<file path="config.mk">
export PLATFORM = sky130hd
export DESIGN_NAME = scr1_tapc_fsm_ctrl
export DESIGN_NICKNAME = d
export VERILOG_FILES = /design/src/rtl/scr1_tapc_fsm_ctrl.sv
export SDC_FILE = /design/constraint.sdc
export NUM_CORES = 1
export LEC_CHECK = 0
export BUFFER_PORTS_ARGS = -buffer_cell sky130_fd_sc_hd__buf_2
export CAP_MARGIN = 20
export CORE_ASPECT_RATIO = 1.75
export CORE_MARGIN = 2
export CORE_UTILIZATION = 30
export CTS_CLUSTER_SIZE = 10
export DETAILED_ROUTE_END_ITERATION = 12
export PLACE_DENSITY_LB_ADDON = 0.2
export SLEW_MARGIN = 20
export SYNTH_ARGS = -nofsm -noshare
export SYNTH_HDL_FRONTEND = slang
export SYNTH_SLANG_ARGS = --single-unit
</file>
<file path="constraint.sdc">
create_clock -name clk -period 1.24 [get_ports clk]
set_input_delay 0.062 -clock clk [delete_from_list [all_inputs] [get_ports clk]]
set_output_delay 0.062 -clock clk [all_outputs]
set_load 0.05 [all_outputs]
</file>
<file path="src/rtl/scr1_tapc_fsm_ctrl.sv">
// JTAG TAP controller core: 16-state TAP FSM, instruction register, DR select and TDO mux.
// Optional internal bypass register enabled by defining SCR1_TAPC_BYPASS_EN.
module scr1_tapc_fsm_ctrl #(
    parameter int                       SCR1_IR_WIDTH   = 5,
    parameter logic [SCR1_IR_WIDTH-1:0] SCR1_IR_IDCODE  = 'h01,
    parameter logic [SCR1_IR_WIDTH-1:0] SCR1_IR_BYPASS  = 'h1F,
    parameter int                       SCR1_DR_NUM     = 4,
    parameter logic [SCR1_IR_WIDTH-1:0] SCR1_DR_BASE_IR = 'h01
) (
    input  logic                     clk,
    input  logic                     rst_n,
    input  logic                     tms,
    input  logic                     tdi,
    input  logic [SCR1_DR_NUM-1:0]   dr_tdo,
    output logic                     rst_n_sync,
    output logic [SCR1_DR_NUM-1:0]   fsm_dr_select,
    output logic                     fsm_dr_capture,
    output logic                     fsm_dr_shift,
    output logic                     fsm_dr_update,
    output logic [SCR1_IR_WIDTH-1:0] ir_value,
    output logic                     tdo,
    output logic                     tdo_en
);

    typedef enum logic [3:0] {
        TLR, RTI,
        SEL_DR, CAP_DR, SHF_DR, EX1_DR, PAU_DR, EX2_DR, UPD_DR,
        SEL_IR, CAP_IR, SHF_IR, EX1_IR, PAU_IR, EX2_IR, UPD_IR
    } tap_state_e;

    tap_state_e               state;
    logic [SCR1_IR_WIDTH-1:0] ir;
    logic [SCR1_IR_WIDTH-1:0] ir_shift;
    logic                     dr_none;
    logic                     dr_tdo_sel;
    logic                     bypass_bit;
    logic                     tdo_next;

    // TAP state machine plus the IR chain it owns
    always_ff @(posedge clk or negedge rst_n) begin
        if (!rst_n) begin
            state    <= TLR;
            ir       <= SCR1_IR_IDCODE;
            ir_shift <= '0;
        end else begin
            case (state)
                TLR:    state <= tms ? TLR    : RTI;
                RTI:    state <= tms ? SEL_DR : RTI;
                SEL_DR: state <= tms ? SEL_IR : CAP_DR;
                CAP_DR: state <= tms ? EX1_DR : SHF_DR;
                SHF_DR: state <= tms ? EX1_DR : SHF_DR;
                EX1_DR: state <= tms ? UPD_DR : PAU_DR;
                PAU_DR: state <= tms ? EX2_DR : PAU_DR;
                EX2_DR: state <= tms ? UPD_DR : SHF_DR;
                UPD_DR: state <= tms ? SEL_DR : RTI;
                SEL_IR: state <= tms ? TLR    : CAP_IR;
                CAP_IR: state <= tms ? EX1_IR : SHF_IR;
                SHF_IR: state <= tms ? EX1_IR : SHF_IR;
                EX1_IR: state <= tms ? UPD_IR : PAU_IR;
                PAU_IR: state <= tms ? EX2_IR : PAU_IR;
                EX2_IR: state <= tms ? UPD_IR : SHF_IR;
                UPD_IR: state <= tms ? SEL_DR : RTI;
                default: state <= TLR;
            endcase

            case (state)
                TLR:    ir       <= SCR1_IR_IDCODE;
                CAP_IR: ir_shift <= {{(SCR1_IR_WIDTH-2){1'b0}}, 2'b01};
                SHF_IR: ir_shift <= {tdi, ir_shift[SCR1_IR_WIDTH-1:1]};
                UPD_IR: ir       <= ir_shift;
                default: ;
            endcase
        end
    end

    assign ir_value       = ir;
    assign rst_n_sync     = (state != TLR);
    assign fsm_dr_capture = (state == CAP_DR);
    assign fsm_dr_shift   = (state == SHF_DR);
    assign fsm_dr_update  = (state == UPD_DR);

    // A DR mapped onto the BYPASS code is never selected
    for (genvar i = 0; i < SCR1_DR_NUM; i++) begin : g_dr_sel
        localparam logic [SCR1_IR_WIDTH-1:0] DR_CODE = SCR1_IR_WIDTH'(SCR1_DR_BASE_IR + i);
        assign fsm_dr_select[i] = (ir == DR_CODE) && (ir != SCR1_IR_BYPASS);
    end

    assign dr_none    = ~|fsm_dr_select;
    assign dr_tdo_sel = |(dr_tdo & fsm_dr_select);

`ifdef SCR1_TAPC_BYPASS_EN
    always_ff @(posedge clk or negedge rst_n) begin
        if (!rst_n)
            bypass_bit <= 1'b0;
        else if (state == CAP_DR)
            bypass_bit <= 1'b0;
        else if (state == SHF_DR && dr_none)
            bypass_bit <= tdi;
    end
`else
    assign bypass_bit = 1'b0;
`endif

    always_comb begin
        tdo_next = 1'b0;
        case (state)
            SHF_IR:  tdo_next = ir_shift[0];
            SHF_DR:  tdo_next = dr_none ? bypass_bit : dr_tdo_sel;
            default: tdo_next = 1'b0;
        endcase
    end

    // TDO launches on the falling edge so it is stable for the next rising edge
    always_ff @(negedge clk or negedge rst_n) begin
        if (!rst_n) begin
            tdo    <= 1'b0;
            tdo_en <= 1'b0;
        end else begin
            tdo_en <= (state == SHF_DR) || (state == SHF_IR);
            tdo    <= tdo_next;
        end
    end

endmodule

</file>
==> impl_metrics.yaml, run 1 <==
power:
  combPwrFrac: 0.708
  seq_power_share: 0.196
  swShare: 0.429
  p_leak_uw: 0.000821
  ir_worst_vdd_mv: 1.26
  p_int_uw: 2410
  clkPwrFrac: 0.096
  p_switching_uw: 1810
  pwr_density_cell_nw_per_um2: 2310
sta:
  whs_ns: 0.0462
  fin_skew_ns: 0.0171
  relSlewSlack: 0.858
  hold_violations: 0
  setup_violations: 26
  tightest_slew_ns: 0.207
  maxSlewViolCount: 0
  rsz0062_at_grt: "yes"
  tns_ns: -6.10
  setup_slack_ns: -0.669
placement:
  pre_cts_slack_ns: -0.711
  hpwl_um: 1770
  numPortBuffers: 22
  routabilityCongestion: 0.669
outcome:
  violations: "negative setup slack"
  status: "finished with violations"
global_routing:
  grt_pass1_wl_um: 4820
  grt_overflow_total: 0
  track_usage: 0.183
  grt_max_degree: 16
  antenna_found_initial: 0
  grt_pass1_vias: 1049
setup_path:
  critPathLaunchType: "flop"
  worst_setup_path_end_kind: "flop"
  required_ns: 0.72
  slowest_stage: "dfstp_2"
  crit_path_cell_trace: "or3_4, nor3_4, a221oi_2, o32ai_2"
  critPathTopFamily: "flip-flops"
  cp.arrival_ns: 1.39
  cpPeakStageDelay_ns: 0.54
  path_buf_inv: 0
  worstSetupPathType: "reg -> reg"
  crit_fanout: 3
finish:
  drive_gt1_frac: 0.681
  syn2layout_area_growth_pct: 93.2
  fillers: 250
  n_antenna_cell: 0
  nNetsFinal: 172
synth:
  yosysWarnings: 0
  netlist_area_um2: 943
  synth_fp_nets: 116
  ys_ff_latch: 16
  ys_seq_area_frac: 0.426
  synth_cells: 108
  syn_avg_cell_area_um2: 8.74
  synth.distinct_cells: 37
detailed_routing:
  routedWlPerCell_um: 14.7
  dr.pass1.iters: 3
  drt_iter0_markers: 10
  num_vias: 1037
  via_per_inst: 5.03
  drtAntennaViolNets: 0
  drc: 0
  routed_wl_um: 3030
clock_network:
  cts_tree: "built"
  ctsHtreeMaxLevel: 1
  clk_pin_slew_worst_paths_ns: 0.06
  cts-root-buf: "clkbuf_8"
  cts.sinks: 16
  clkLatencyLatePin_ns: 0.26
  clk_path_buf_depth: 2
  numCtsBuffers: 3
floorplanning:
  design.core.area_um2: 3070
  io-pin-count: 23
  dieHeight_um: 78.2
  rows: 27
  die-area_um2: 3630
  die_w_um: 46.4
  start_util: 0.307
worst_hold_path:
  hold_class: "in -> reg"
job:
  maxCapViolCount: 0
## area by class of cell
cell class	instances	area [µm²]	share of cell area
multi-input cells	78	711	0.390
repair buffers	60	583	0.320
flip-flops and latches	16	405	0.222
well taps	43	53.8	0.0295
clock buffers	4	45.0	0.0247
inverters	5	25.0	0.0137
## worst paths after layout
check	from	endpoint	slack [ns]	depth (start not counted)
hold / removal	tdi	ir_shift[4]	0.05	3
min in group asynchronous	rst_n	ir_shift[4]	0.32	3
setup reg to reg	ir_value[0]	tdo	-0.67	4
setup / recovery	ir_value[0]	tdo	-0.67	4
max in group asynchronous	rst_n	tdo	0.48	2
hold reg to reg	ir_shift[4]	ir_shift[4]	0.55	2
## repair_timing
action | in CTS | in global routing
gates cloned | 1 | 1
pin swaps | 16 | 20
endpoints found under the setup margin | 25 | 27
resized for setup | 57 | 34
hold endpoints to repair | 13 | 0
hold buffers | 1 | 0
buffers inserted | 13 | 7
## power groups by stage
stage                     combinational, µW  clock [µW]  sequential, µW
final                                  2990         404             829
after detailed placement               1760           0             783
after global routing                   3200         426             841
after CTS                              2630         406             802
after global placement                 1740           0             775
after floorplan                        1360           0             851
## kinds of logic (layout without fill, tap and decap cells)
family | Yosys count | after routing | synth area share
multiplexers | 1 | 1 | 0.0106
XOR/XNOR | 1 | 1 | 0.00929
buffers and inverters | 15 | 69 | 0.0782
flip-flops | 16 | 16 | 0.426
AO/OA/AOI/OAI | 30 | 30 | 0.200
AND/OR/NAND/NOR | 45 | 46 | 0.276
## synth_stat cells, drive strengths merged
master | instances | area (µm²)
or4 | 1 | 7.51
mux2i | 1 | 10.0
nor3b | 1 | 12.5
xnor2 | 1 | 8.76
and2 | 1 | 6.26
nor2b | 1 | 6.26
a221oi | 1 | 8.76
o211ai | 2 | 15.0
or4b | 2 | 23.8
dfrtp | 13 | 325
o22ai | 6 | 37.5
and3 | 1 | 6.26
nor3 | 5 | 30.0
nand4 | 1 | 6.26
a21oi | 8 | 40.0
nand3b | 1 | 20.0
nand2b | 3 | 18.8
clkbuf | 1 | 3.75
dfstp | 1 | 26.3
buf | 9 | 51.3
a221o | 1 | 10.0
dfrtn | 2 | 50.1
nand2 | 12 | 45.0
or2 | 1 | 6.26
o21a | 1 | 7.51
nand3 | 4 | 20.0
or3 | 2 | 17.5
o21ai | 9 | 45.0
o32ai | 2 | 25.0
nor2 | 9 | 33.8
inv | 5 | 18.8
## metal layers
metal,vias to the layer above,global-route usage,wire length (µm)
met4,0,0.111,132
met2,25,0.328,1760
met1,498,0.184,1060
met3,11,0.0207,79
li1,503,-,-
met5,-,0,0
## state kept, by name, summed over array words and instances, names as in the netlist
name	count
tdo_en	1
tdo	1
ir_shift	5
state	4
ir_value	5
## per-stage QoR
step,utilization,instances,power (µW),instance area [µm²]
finish,0.593,206,4220,1820
global route,0.593,206,4470,1820
CTS,0.539,201,3840,1660
detailed placement,0.416,182,2540,1280
global placement,0.416,182,2510,1280
floorplan,-,108,2210,1060
## worst reg2reg max path, stage by stage, from the launching register on
cell and delay [ns]:
dfstp_2 0.54, or3_4 0.15, nor3_4 0.04, a221oi_2 0.30, o32ai_2 0.11
## placed cells by master (no fill, tap or decap), types with 3 or more instances in the layout
cell	instances
dfrtp_2	3
o22ai_2	5
buf_6	22
nand3_1	4
nand2_1	8
inv_1	3
buf_2	12
buf_4	16
nor3_4	3
nor2_1	6
buf_8	8
o21ai_2	4
o21ai_1	5
nand2_2	3
a21oi_2	6
dfrtp_1	10
clkbuf_8	3
No activity file was read; power rests on OpenSTA's default activity.
==> inputs of run 2 (changes only) <==
==> constraint.sdc (replaced) <==
create_clock -name clk -period 2.3 [get_ports clk]
set_input_delay 0.115 -clock clk [delete_from_list [all_inputs] [get_ports clk]]
set_output_delay 0.115 -clock clk [all_outputs]
set_load 0.05 [all_outputs]
==> impl_metrics.yaml, run 2 (same netlist as run 1, synthesis figures left out) <==
sta:
  maxSlewViolCount: 0
  setup_violations: 1
  hold_violations: 0
  setup_slack_ns: -0.121
  fin_skew_ns: 0.0191
  rsz0062_at_grt: "yes"
  relSlewSlack: 0.762
  tightest_slew_ns: 0.357
floorplanning:
  io-pin-count: 23
  rows: 27
  die_w_um: 46.4
  start_util: 0.307
  dieHeight_um: 78.2
  design.core.area_um2: 3070
  die-area_um2: 3630
setup_path:
  r2r_setup_slack_ns: -0.12
  cp.arrival_ns: 1.36
  worst_setup_path_end_kind: "flop"
  crit_fanout: 3
  required_ns: 1.24
  reg2regPathDepth: 4
  critPathLaunchType: "flop"
  worst_r2r_endpoint: "tdo"
  worstSetupPathType: "reg -> reg"
  worstReg2RegStart: "ir_value[0]"
finish:
  fin_util: 0.399
  final_common_cell: "buf_2"
  layout_common_cells: "22 x buf_2, 12 x nand2_1, 12 x buf_4"
  fillers: 332
  multi_input_area_um2: 494
  syn2layout_area_growth_pct: 30.1
  n_antenna_cell: 0
  final_cell_area_um2: 1230
  nNetsFinal: 146
  ff_latch_area_um2: 405
  drive_gt1_frac: 0.358
clock_network:
  cts.sinks: 16
  ctsHtreeMaxLevel: 1
  numCtsBuffers: 3
  clk_path_buf_depth: 2
  cts-root-buf: "clkbuf_8"
  clk_pin_slew_worst_paths_ns: 0.06
  clkLatencyLatePin_ns: 0.26
  cts_tree: "built"
power:
  p_switching_uw: 671
  p_int_uw: 758
  combPwrFrac: 0.559
  p_leak_uw: 0.000576
  seq_power_share: 0.292
  clkPwrFrac: 0.150
  pwr_density_cell_nw_per_um2: 1160
  ir_worst_vdd_mv: 0.500
  swShare: 0.469
global_routing:
  antenna_found_initial: 0
  grt_pass1_vias: 874
  grt_max_degree: 20
  grt_overflow_total: 0
  grt_pass1_wl_um: 3730
  track_usage: 0.135
outcome:
  status: "finished with violations"
  violations: "negative setup slack"
worst_hold_path:
  hold_start: "tdi"
  min_to: "ir_shift[4]"
  hold_path_depth: 3
  hold_class: "in -> reg"
placement:
  routabilityCongestion: 0.719
  numPortBuffers: 22
  hpwl_um: 1630
  placed_area_um2: 1160
detailed_routing:
  drc: 0
  drtAntennaViolNets: 0
  routedWlPerCell_um: 12.1
  num_vias: 864
  routed_wl_um: 2170
  drt_iter0_markers: 9
  via_per_inst: 4.80
  dr.pass1.iters: 4
job:
  maxCapViolCount: 0
[run 2: cell count changes in the layout (fill, tap and decap cells not counted), moves of 4 or more]
cell,delta
a21oi_1,+6
a21oi_2,-6
buf_2,+10
buf_4,-4
buf_6,-22
buf_8,-8
nand2_1,+4
o21ai_2,-4
o22ai_1,+6
o22ai_2,-5
[run 2: timing repair]
item,in CTS,in global routing
resized for setup,2,0
setup buffers,1,0
hold buffers,1,0
setup endpoints to repair,1,1
gates cloned,0,0
pin swaps,4,0
endpoints found under the hold margin,13,0
[run 2: worst max-delay path by stage]
| stage | from | slack [ns] | endpoint |
|---|---|---|---|
| detailed placement | ir_value[0] | -0.17 | tdo |
| floorplan | ir_value[4] | -0.55 | tdo |
| CTS | ir_value[0] | -0.16 | tdo |
| finish | ir_value[0] | -0.12 | tdo |
| global route | ir_value[0] | -0.19 | tdo |
| global placement | ir_value[0] | -0.16 | tdo |
[run 2: worst max-delay path: stages, from the launching register on]
cell and delay (ns):
dfstp_2 0.54, or3_4 0.14, nor3_4 0.04, a221oi_2 0.28, o32ai_2 0.12
[run 2: power groups by stage]
stage,clock network (µW),logic (µW),registers [µW]
after floorplan,0,598,455
after global placement,0,788,419
after detailed placement,0,796,421
after CTS,222,805,417
after global routing,236,887,428
final,214,798,417
[run 2: area by class of cell]
type,count,share of cell area
Multi-Input combinational cell,77,0.403
Sequential cell,16,0.330
Timing Repair Buffer,35,0.171
Tap cell,43,0.0438
Clock buffer,4,0.0367
Inverter,5,0.0153
[run 2: through the flow]
stage          hold slack, ns  setup TNS [ns]  std cells  total power [µW]  setup WS [ns]
3_5_place_dp           0.0504          -0.174        174              1220         -0.174
4_1_cts                0.0999          -0.160        180              1440         -0.160
5_1_grt                 0.112          -0.186        180              1550         -0.186
3_3_place_gp           0.0418          -0.158        174              1210         -0.158
6_report                0.104          -0.121        180              1430         -0.121
2_1_floorplan          -0.181          -0.553        108              1050         -0.553
[run 2: metal layers]
metal | track usage | up-vias | wire (µm)
met5 | 0 | - | 0
met4 | 0.0571 | 0 | 0
met3 | 0.0138 | 0 | 53
met2 | 0.247 | 17 | 1240
met1 | 0.145 | 408 | 878
li1 | - | 439 | -
==> inputs of run 3 (changes only) <==
--- a/config.mk
+++ b/config.mk
@@ -12,6 +12,7 @@
 export CORE_UTILIZATION = 30
 export CTS_CLUSTER_SIZE = 10
 export DETAILED_ROUTE_END_ITERATION = 12
+export GPL_TIMING_DRIVEN = 0
 export PLACE_DENSITY_LB_ADDON = 0.2
 export SLEW_MARGIN = 20
 export SYNTH_ARGS = -nofsm -noshare
==> impl_metrics.yaml, run 3 (same netlist as run 1, synthesis figures left out) <==
outcome:
  status: "finished with violations"
  violations: "negative setup slack"
job:
  maxCapViolCount: 0
finish:
  nNetsFinal: 145
  drive_gt1_frac: 0.375
  final_common_cell: "buf_2"
  layout_common_cells: "28 x buf_2, 11 x nand2_1, 9 x dfrtp_1"
  syn2layout_area_growth_pct: 29.4
  n_antenna_cell: 0
  instances_no_fill: 179
sta:
  relSlewSlack: 0.747
  tightest_slew_ns: 0.379
  setup_slack_ns: -0.156
  tns_ns: -0.156
  whs_ns: 0.107
  setup_violations: 1
  hold_violations: 0
  maxSlewViolCount: 0
  rsz0062_at_grt: "yes"
  fin_skew_ns: 0.0192
placement:
  numPortBuffers: 22
  hpwl_um: 1710
  pre_cts_slack_ns: -0.193
  routabilityCongestion: 0.784
  dp.cells: 173
power:
  clkPwrFrac: 0.148
  p_leak_uw: 0.000568
  seq_power_share: 0.299
  swShare: 0.474
  ir_worst_vdd_mv: 0.579
  pwr_density_cell_nw_per_um2: 1180
  combPwrFrac: 0.553
  p_switching_uw: 683
  p_int_uw: 759
  power_uw: 1440
floorplanning:
  die_w_um: 46.4
  design.core.area_um2: 3070
  die-area_um2: 3630
  rows: 27
  start_util: 0.307
  io-pin-count: 23
  dieHeight_um: 78.2
detailed_routing:
  routed_wl_um: 2230
  drc: 0
  routedWlPerCell_um: 12.4
  drt_iter0_markers: 20
  drtAntennaViolNets: 0
  via_per_inst: 4.86
  num_vias: 870
  dr.pass1.iters: 4
clock_network:
  clk_path_buf_depth: 2
  clkLatencyLatePin_ns: 0.26
  clk_pin_slew_worst_paths_ns: 0.06
  cts-root-buf: "clkbuf_8"
  numCtsBuffers: 3
  cts_tree: "built"
  ctsHtreeMaxLevel: 1
  cts.sinks: 16
global_routing:
  grt_max_degree: 20
  antenna_found_initial: 0
  track_usage: 0.137
  grt_pass1_wl_um: 3770
  grt_pass1_vias: 889
  grt_overflow_total: 0
setup_path:
  crit_fanout: 3
  worst_setup_path_end_kind: "flop"
  critPathLaunchType: "flop"
  cp.arrival_ns: 1.57
  worstSetupPathType: "reg -> reg"
  required_ns: 1.41
worst_hold_path:
  hold_class: "in -> reg"
[run 3: final cells by class]
cell class                      instances  area, µm²
Fill cell                             311       1850
Multi-Input combinational cell         77        495
Timing Repair Buffer                   26        155
Buffer                                  8       46.3
Sequential cell                        16        407
Inverter                                5       18.8
Tap cell                               43       53.8
Clock buffer                            4       45.0
[run 3: worst paths after layout]
kind,cells past startpoint,startpoint,to,slack [ns]
min in group asynchronous,2,rst_n,state[1],0.31
hold / removal,3,tdi,ir_shift[4],0.11
setup / recovery,4,ir_value[0],tdo,-0.16
max in group asynchronous,2,rst_n,tdo,0.67
hold reg to reg,2,ir_shift[3],ir_shift[3],0.52
setup reg to reg,4,ir_value[0],tdo,-0.16
[run 3: what timing repair did]
action / CTS / global route
buffers inserted: 3 / 0
gates resized for setup: 3 / 2
endpoints found under the hold margin: 13 / 0
pin swaps: 3 / 0
endpoints found under the setup margin: 2 / 2
hold buffers: 1 / 0
[run 3: critical path: stages, from the launching register on]
cell	delay, ns
dfstp_2	0.54
or4b_4	0.48
nor2_2	0.13
a221oi_2	0.05
o32ai_2	0.12
[run 3: power by group through the flow]
stage / Combinational (µW) / Sequential [µW] / Clock [µW]
global route: 881 / 446 / 234
finish: 797 / 432 / 213
floorplan: 598 / 455 / 0
global placement: 803 / 414 / 0
CTS: 819 / 410 / 221
detailed placement: 813 / 416 / 0
[run 3: metrics by stage]
| step | cell area (µm²) | util |
|---|---|---|
| 2_1_floorplan | 966 | - |
| 3_3_place_gp | 1130 | 0.368 |
| 3_5_place_dp | 1130 | 0.368 |
| 4_1_cts | 1220 | 0.397 |
| 5_1_grt | 1220 | 0.397 |
| 6_report | 1220 | 0.397 |
[run 3: per-layer routing]
layer | wire length, µm | track usage
met4 | 54 | 0.0743
met3 | 64 | 0.00920
met2 | 1220 | 0.246
met5 | 0 | 0
met1 | 888 | 0.148
